===== config.mk =====
export PLATFORM = sky130hd
export DESIGN_NAME = spi_ip_flag_bank
export DESIGN_NICKNAME = d
export VERILOG_FILES = /design/src/rtl/spi_ip_flag_bank.sv
export SDC_FILE = /design/constraint.sdc
export NUM_CORES = 1
export LEC_CHECK = 0
export ABC_AREA = 1
export CAP_MARGIN = 20
export CELL_PAD_IN_SITES_DETAIL_PLACEMENT = 2
export CELL_PAD_IN_SITES_GLOBAL_PLACEMENT = 2
export CORE_MARGIN = 2
export CORE_UTILIZATION = 26
export CTS_CLUSTER_DIAMETER = 150
export CTS_CLUSTER_SIZE = 14
export DETAILED_ROUTE_END_ITERATION = 12
export HOLD_SLACK_MARGIN = 0.06
export PLACE_DENSITY = 0.85
export SETUP_SLACK_MARGIN = 0.05
export SLEW_MARGIN = 20
export SYNTH_ARGS = -nofsm -noshare
export SYNTH_HDL_FRONTEND = slang
export SYNTH_SLANG_ARGS = --single-unit

===== constraint.sdc =====
create_clock -name fb_clk_i -period 7.4 [get_ports fb_clk_i]
set_input_delay 0.74 -clock fb_clk_i [delete_from_list [all_inputs] [get_ports fb_clk_i]]
set_output_delay 0.74 -clock fb_clk_i [all_outputs]
set_load 0.005 [all_outputs]

===== src/rtl/spi_ip_flag_bank.sv =====
// -----------------------------------------------------------------------------
// spi_ip_flag_bank
//
// Purpose:
//   A bank of PARAM_CHANNELS asynchronous flag inputs. Each flag is brought
//   into the fb_clk_i domain through its own synchronizer chain. An event is
//   then detected per channel according to a programmable mode (level, rising,
//   falling or both edges). Events set a sticky status bit. An event that
//   arrives while the status bit is still set raises a sticky overflow bit.
//   A registered interrupt is formed from the status bits that are enabled in
//   the mask. A saturating counter totals all events, and the mask does not
//   affect that count.
//
// Ports:
//   fb_clk_i         in   1     single clock, all state on its rising edge
//   fb_rst_i         in   1     synchronous active-high reset
//   fb_flag_async_i  in   N     asynchronous flag inputs
//   fb_mode_i        in   2N    per-channel mode [2k+1:2k]:
//                               00 level-high, 01 rising, 10 falling, 11 both
//   fb_mask_i        in   N     per-channel interrupt enable
//   fb_clear_i       in   N     write-1-to-clear for status and overflow
//   fb_cnt_clr_i     in   1     event-counter clear strobe
//   fb_flag_sync_o   out  N     synchronized flag levels (last sync stage)
//   fb_status_o      out  N     sticky event status
//   fb_overflow_o    out  N     sticky "event lost" indication
//   fb_irq_o         out  1     registered interrupt request
//   fb_event_cnt_o   out  W     saturating total event count
//
// There is no handshake on this block. Every strobe input acts on the clock
// edge where it is high.
// -----------------------------------------------------------------------------
module spi_ip_flag_bank #(
  parameter int PARAM_CHANNELS    = 4,
  parameter int PARAM_SYNC_STAGES = 2,
  parameter int PARAM_FLAG_RESET  = 0,
  parameter int PARAM_CNT_WIDTH   = 4
) (
  input  logic                          fb_clk_i,
  input  logic                          fb_rst_i,
  input  logic [PARAM_CHANNELS-1:0]     fb_flag_async_i,
  input  logic [2*PARAM_CHANNELS-1:0]   fb_mode_i,
  input  logic [PARAM_CHANNELS-1:0]     fb_mask_i,
  input  logic [PARAM_CHANNELS-1:0]     fb_clear_i,
  input  logic                          fb_cnt_clr_i,
  output logic [PARAM_CHANNELS-1:0]     fb_flag_sync_o,
  output logic [PARAM_CHANNELS-1:0]     fb_status_o,
  output logic [PARAM_CHANNELS-1:0]     fb_overflow_o,
  output logic                          fb_irq_o,
  output logic [PARAM_CNT_WIDTH-1:0]    fb_event_cnt_o
);

  localparam int N     = PARAM_CHANNELS;
  localparam int S     = PARAM_SYNC_STAGES;
  localparam int W     = PARAM_CNT_WIDTH;
  localparam int POP_W = $clog2(N + 1);
  // The sum is one bit wider than either operand, so it cannot wrap before
  // the saturation compare.
  localparam int SUM_W = ((W > POP_W) ? W : POP_W) + 1;

  localparam logic [N-1:0]     FLAG_RST_VEC = {N{(PARAM_FLAG_RESET != 0)}};
  localparam logic [SUM_W-1:0] CNT_MAX      = {{(SUM_W - W){1'b0}}, {W{1'b1}}};

  // Detect modes
  localparam logic [1:0] MODE_LEVEL   = 2'b00;
  localparam logic [1:0] MODE_RISING  = 2'b01;
  localparam logic [1:0] MODE_FALLING = 2'b10;

  // ---------------------------------------------------------------------------
  // Synchronizer chain and edge history
  // ---------------------------------------------------------------------------
  logic [N-1:0] sync_q [S];
  logic [N-1:0] prev_q;
  logic [N-1:0] flag_sync;

  assign flag_sync = sync_q[S-1];

  // prev_q resets to the same value as the sync stages. As a result, an input
  // that holds the reset level through reset release does not look like an
  // edge.
  always_ff @(posedge fb_clk_i) begin
    if (fb_rst_i) begin
      for (int i = 0; i < S; i++) begin
        sync_q[i] <= FLAG_RST_VEC;
      end
      prev_q <= FLAG_RST_VEC;
    end else begin
      sync_q[0] <= fb_flag_async_i;
      for (int i = 1; i < S; i++) begin
        sync_q[i] <= sync_q[i-1];
      end
      prev_q <= flag_sync;
    end
  end

  // ---------------------------------------------------------------------------
  // Event detection
  // The mode is used directly with no register, so a mode change takes effect
  // in the same cycle. Switching a high channel to level mode therefore
  // produces an event at once.
  // ---------------------------------------------------------------------------
  logic [N-1:0] flag_event;

  always_comb begin
    flag_event = '0;
    for (int k = 0; k < N; k++) begin
      case (fb_mode_i[2*k +: 2])
        MODE_LEVEL:   flag_event[k] = flag_sync[k];
        MODE_RISING:  flag_event[k] = flag_sync[k] & ~prev_q[k];
        MODE_FALLING: flag_event[k] = ~flag_sync[k] & prev_q[k];
        default:      flag_event[k] = flag_sync[k] ^ prev_q[k];
      endcase
    end
  end

  // ---------------------------------------------------------------------------
  // Event popcount and saturating counter next-state
  // ---------------------------------------------------------------------------
  logic [POP_W-1:0] event_pop;
  logic [SUM_W-1:0] cnt_base;
  logic [SUM_W-1:0] cnt_sum;
  logic [W-1:0]     cnt_next;
  logic [W-1:0]     cnt_q;

  always_comb begin
    event_pop = '0;
    for (int k = 0; k < N; k++) begin
      event_pop = event_pop + POP_W'(flag_event[k]);
    end
  end

  // A counter clear reloads the counter with this cycle's events. Events that
  // occur in the same cycle as the clear are therefore still counted.
  always_comb begin
    cnt_base = fb_cnt_clr_i ? '0 : SUM_W'(cnt_q);
    cnt_sum  = cnt_base + SUM_W'(event_pop);
    cnt_next = (cnt_sum > CNT_MAX) ? CNT_MAX[W-1:0] : cnt_sum[W-1:0];
  end

  // ---------------------------------------------------------------------------
  // Sticky status / overflow, interrupt, counter
  // ---------------------------------------------------------------------------
  logic [N-1:0] status_q;
  logic [N-1:0] overflow_q;
  logic         irq_q;

  always_ff @(posedge fb_clk_i) begin
    if (fb_rst_i) begin
      status_q   <= '0;
      overflow_q <= '0;
      irq_q      <= 1'b0;
      cnt_q      <= '0;
    end else begin
      // If an event and a clear arrive together, the event wins for status.
      // In that case the clear still holds overflow low.
      status_q   <= (status_q & ~fb_clear_i) | flag_event;
      overflow_q <= (overflow_q & ~fb_clear_i)
                  | (flag_event & status_q & ~fb_clear_i);
      irq_q      <= |(status_q & fb_mask_i);
      cnt_q      <= cnt_next;
    end
  end

  assign fb_flag_sync_o = flag_sync;
  assign fb_status_o    = status_q;
  assign fb_overflow_o  = overflow_q;
  assign fb_irq_o       = irq_q;
  assign fb_event_cnt_o = cnt_q;

endmodule


### After elaboration in Yosys (flattened, before gate mapping)

Memories as Yosys holds them, arrays and structs flattened.
Cells that the tools add are included.

| word-level totals | value |
|---|---|
| bits in writable memories | 8 |
| bits in registers | 17 |
| input port bits | 23 |
| memories | 1 |

| cells by class | value |
|---|---|
| magnitude comparators | 1 |
| bitwise operators | 30 |
| multiplexer cells | 11 |
| $add $sub $neg | 4 |
| reduce and logical (&&, ||, !) cells | 5 |
| eq/ne operators | 8 |

Memory list:

| memory | words | width | rd ports | clocked after memory_dff | write ports | line | source |
|---|---|---|---|---|---|---|---|
| sync_q | 2 | 4 | 2 | 0 | 2 | 71 | `logic [N-1:0] sync_q [S];` |

Operators with widths:

| kind | number |
|---|---|
| $and A4 B4 Y4 | 5 |
| $mux W4 | 4 |
| $pmux W1 S3 | 4 |
| $and A1 B1 Y1 | 8 |
| $eq A2 B1 Y1 const B | 4 |
| $eq A2 B2 Y1 const B | 4 |
| $logic_not A2 Y1 | 4 |
| $not A1 Y1 | 8 |
| $or A4 B4 Y4 | 2 |
| $add A4 B3 Y5 | 1 |
| $gt A5 B4 Y1 const B | 1 |
| $not A4 Y4 | 1 |
| $reduce_or A4 Y1 | 1 |
| $xor A1 B1 Y1 | 4 |
| $add A2 B1 Y3 | 1 |
| $add A3 B1 Y3 | 1 |
| $mux W1 | 3 |
| $add A1 B1 Y2 | 1 |
| $or A1 B1 Y1 | 2 |

### Depth between registers and ports, before layout

An unclocked memory read counts as a cell.

| logic depth | value |
|---|---|
| word-level depth | 10 |
| mapped depth | 19 |

### Worst setup path before layout

No wires, ideal clock.

| timing | value |
|---|---|
| path type | input to register |
| start point | input fb_mode_i[2] |
| end point | register cnt_q[0], in the netlist fb_event_cnt_o[0] |
| path slack | 4819 ps |
| data arrival time | 2511 ps |
| library setup time | 70 ps |
| stages on the path | 14 |
| cell sequence | inv_2 nand2_1 nand3_2 nand2_2 nand2_2 nand2_1 inv_1 ha_1 inv_1 fa_1 fa_1 nor2_1 nand2_1 a21oi_1 |

| between the ends | value |
|---|---|
| cells in the longest elaborated chain, start to end | 8 |
| elaborated cells between the ends (all ways) | 10 |
| those cells by class | 4 x add/sub; 1 x order compare; 2 x eq/ne; 2 x mux; 1 x reduce/logical |

RTL lines:

| element | line | source |
|---|---|---|
| start, declared | 41 | `input logic [2*PARAM_CHANNELS-1:0] fb_mode_i,` |
| $eq A2 B2 Y1 (tied with other cells) | 106 | `case (fb_mode_i[2*k +: 2])` |
| $pmux W1 S3 (*) | 106 |  |
| $add A1 B1 Y2 (*) | 127 | `event_pop = event_pop + POP_W'(flag_event[k]);` |
| $add A2 B1 Y3 (*) | 127 |  |
| $add A3 B1 Y3 (*) | 127 |  |
| $add A4 B3 Y5 (*) | 135 | `cnt_sum = cnt_base + SUM_W'(event_pop);` |
| $gt A5 B4 Y1 | 136 | `cnt_next = (cnt_sum > CNT_MAX) ? CNT_MAX[W-1:0] : cnt_sum[W-1:0];` |
| $mux W4 (*) | 136 |  |
| end signal, assigned | 159 | `cnt_q <= cnt_next;` |
| end, declared | 122 | `logic [W-1:0] cnt_q;` |

Mark *: on every way between the ends. The rest lies on a longest branch, timed or not.
A chain may end at the register's enable or synchronous reset.

### Worst setup path in the final report

Same ends and word-level chain as after synthesis.

==> impl_metrics.py <==
metrics = {
    "setup_path": {
        "worstSetupEndpoint": "fb_event_cnt_o[0]",
        "worstSetupPathType": "in2reg",
        "critPathRequiredTime_ns": 7.61,
        "crit_fanout": 5,
        "arrival_ns": 3.33,
        "reg2reg_from": "sync_q[0][5]",
        "worstSetupEndpointType": "flip-flop",
        "crit_start": "fb_mode_i[2]",
        "r2r_end": "fb_event_cnt_o[0]",
        "r2r_setup_slack_ns": 4.56,
        "reg2reg_depth": 15,
        "start_kind": "input pin",
    },
    "pwr": {
        "p_leak_uw": 0.000930,
        "total_power_uw": 303,
        "ir_drop_mv": 0.0646,
        "p_per_area_mw_per_mm2": 161,
    },
    "clocking": {
        "cts_tree": "yes",
        "htreeDepth": 1,
        "ctsResizeCount": 0,
        "clockBufferDepth": 2,
        "ctsHoldBuffers": 0,
        "cts-root-buf": "clkbuf_8",
        "postCtsSetupBuffers": 0,
        "clk_pin_slew_ns": 0.09,
        "cts_buffers": 3,
        "clock_sinks": 25,
        "clk_latency_ns": 0.27,
    },
    "floorplanning": {
        "ios": 40,
        "die_w_um": 77.1,
        "dieHeight_um": 77.1,
        "die-area_mm2": 0.00594,
        "core_area_mm2": 0.00514,
        "std_cell_rows": 26,
        "initial_core_util": 0.270,
    },
    "placement": {
        "dp_slack_ns": 3.96,
        "io_buffers": 39,
        "placed_cell_area_mm2": 0.00183,
        "dp_hpwl_mm": 3.02,
        "gp_congestion": 0.789,
    },
    "yosys": {
        "synth-compound-area-share": 0.0550,
        "yosysUniqueCellTypes": 17,
        "syn_area_mm2": 0.00139,
        "synth-simple-area-share": 0.282,
        "syn-instance-count": 208,
        "synth_warnings": 0,
        "synth_seq_area_share": 0.361,
        "synth_top_family_by_area": "simple AND/OR/NAND/NOR gates",
        "synth_seq_cells": 25,
        "syn_area_per_cell_um2": 6.67,
        "syn_nets": 243,
        "muxShareOfSynthArea": 0,
        "synth-adder-area-share": 0.119,
        "synth-xor-area-share": 0,
    },
    "sta": {
        "skew_ns": 0.00233,
        "fmaxAchievable_mhz": 320,
        "fin_ws_ns": 4.28,
        "max_slew_margin": 0.835,
        "worst_hold_slack_ns": 0.413,
        "setup_tns_ns": 0,
        "setup-violations-final": 0,
        "fin_crit_sh": 0.422,
        "rsz0062_at_grt": "false",
        "hold_viol_final": 0,
        "drv_slew": 0,
        "tightestPinTransition_ns": 0.246,
        "period_minus_slack_ns": 3.12,
    },
    "final_layout": {
        "diodes": 0,
        "area_growth_pct": 35.3,
        "drive_gt1_frac": 0.0488,
        "nets": 282,
        "fill_cells": 650,
        "final_cell_area_mm2": 0.00188,
    },
    "global_route": {
        "antenna_found_initial": 0,
        "grt_max_degree": 21,
        "grt_usage": 0.134,
        "grt_first_pass_wirelength_mm": 6.44,
        "overflow": 0,
        "grt_pass1_vias": 1440,
    },
    "routing": {
        "via_per_inst": 4.18,
        "routed_wl_mm": 3.67,
        "wl_per_cell_um": 11.6,
        "firstDrtPassIters": 2,
        "route.vias.total": 1321,
        "post-route-drc-count": 0,
        "drt_first_iter_violations": 20,
        "drtAntennaViolNets": 0,
    },
    "status": {
        "status": "finished, final reports clean",
    },
    "job": {
        "drv_cap": 0,
    },
    "min_path": {
        "min_path_type": "reg2reg",
    },
}
-- cell families after synthesis --
logic type      count (synthesis)
compound gates                 14
simple gates                   94
flops                          25
buf+inv                        63
fa+ha+maj                      12
-- how the worst min path moves through the flow --
stage,start,endpoint,slack (ns),cells after the start
after floorplan,sync_q[0][0],sync_q[0][4],0.39,2
after global placement,sync_q[0][1],sync_q[0][5],0.39,2
after CTS,sync_q[0][1],sync_q[0][5],0.42,2
final,sync_q[0][1],sync_q[0][5],0.41,2
after global routing,sync_q[0][0],sync_q[0][4],0.43,2
after detailed placement,sync_q[0][1],sync_q[0][5],0.41,2
-- critical path, stage by stage --
cell and delay (ns):
clkdlybuf4s50_1 0.57, inv_2 0.08, nand2_1 0.08, nand3_2 0.07, nand2_2 0.08, nand2_2 0.06
nand2_1 0.06, inv_1 0.04, ha_1 0.27, inv_1 0.05, fa_1 0.43, fa_1 0.42
nor2_1 0.17, nand2_1 0.09, a21oi_1 0.12
-- cell usage after synthesis, drive strengths merged --
| cell type | number | area (µm²) |
|---|---|---|
| fa | 2 | 40.0 |
| nand3 | 17 | 90.1 |
| a21oi | 9 | 45.0 |
| or2 | 1 | 6.26 |
| nor2 | 17 | 63.8 |
| inv | 57 | 214 |
| nand2 | 59 | 231 |
| o21ai | 3 | 15.0 |
| ha | 10 | 125 |
| o211ai | 1 | 7.51 |
| a41oi | 1 | 8.76 |
| buf | 6 | 40.0 |
| dfxtp | 25 | 500 |
-- routing by layer --
metal	track usage	vias up	share of wire
li1	-	680	-
met3	0.0247	5	0.038
met2	0.252	24	0.51
met5	0	-	0
met4	0.0268	0	0.0082
met1	0.158	612	0.44
-- through the flow --
step / util / cells
after global placement: 0.357 / 312
after global routing: 0.365 / 316
after CTS: 0.365 / 316
after floorplan: - / 208
final: 0.365 / 316
after detailed placement: 0.357 / 312
-- flip-flops by register name, indices dropped and copies added (netlist names) --
| register | flops |
|---|---|
| fb_event_cnt_o | 4 |
| fb_irq_o | 1 |
| fb_overflow_o | 4 |
| fb_status_o | 4 |
| prev_q | 4 |
| sync_q | 8 |
-- final cells by class --
type | count | area (µm²) | area share
multi-input cells | 120 | 633 | 0.337
flip-flops and latches | 25 | 500 | 0.266
clock buffers | 4 | 45.0 | 0.0240
repair buffers | 40 | 398 | 0.212
inverters | 57 | 214 | 0.114
well taps | 70 | 87.6 | 0.0466
-- power by group --
part | internal, µW | switching [µW]
Sequential | 143 | 4.84
Combinational | 37.1 | 34.3
Clock | 38.6 | 44.8
-- cell usage in the layout, fill, tap and decap left out --
cell,count
nand2_1,55
inv_1,54
clkdlybuf4s50_1,39
dfxtp_1,25
nor2_1,17
nand3_1,16
ha_1,10
a21oi_1,9
nand2_2,4
inv_2,3
o21ai_0,3
clkbuf_8,3
fa_1,2
nand3_2,1
o211ai_1,1
or2_1,1
a41oi_1,1
clkbuf_1,1
buf_4,1
Power figures use the tool's default switching activity.
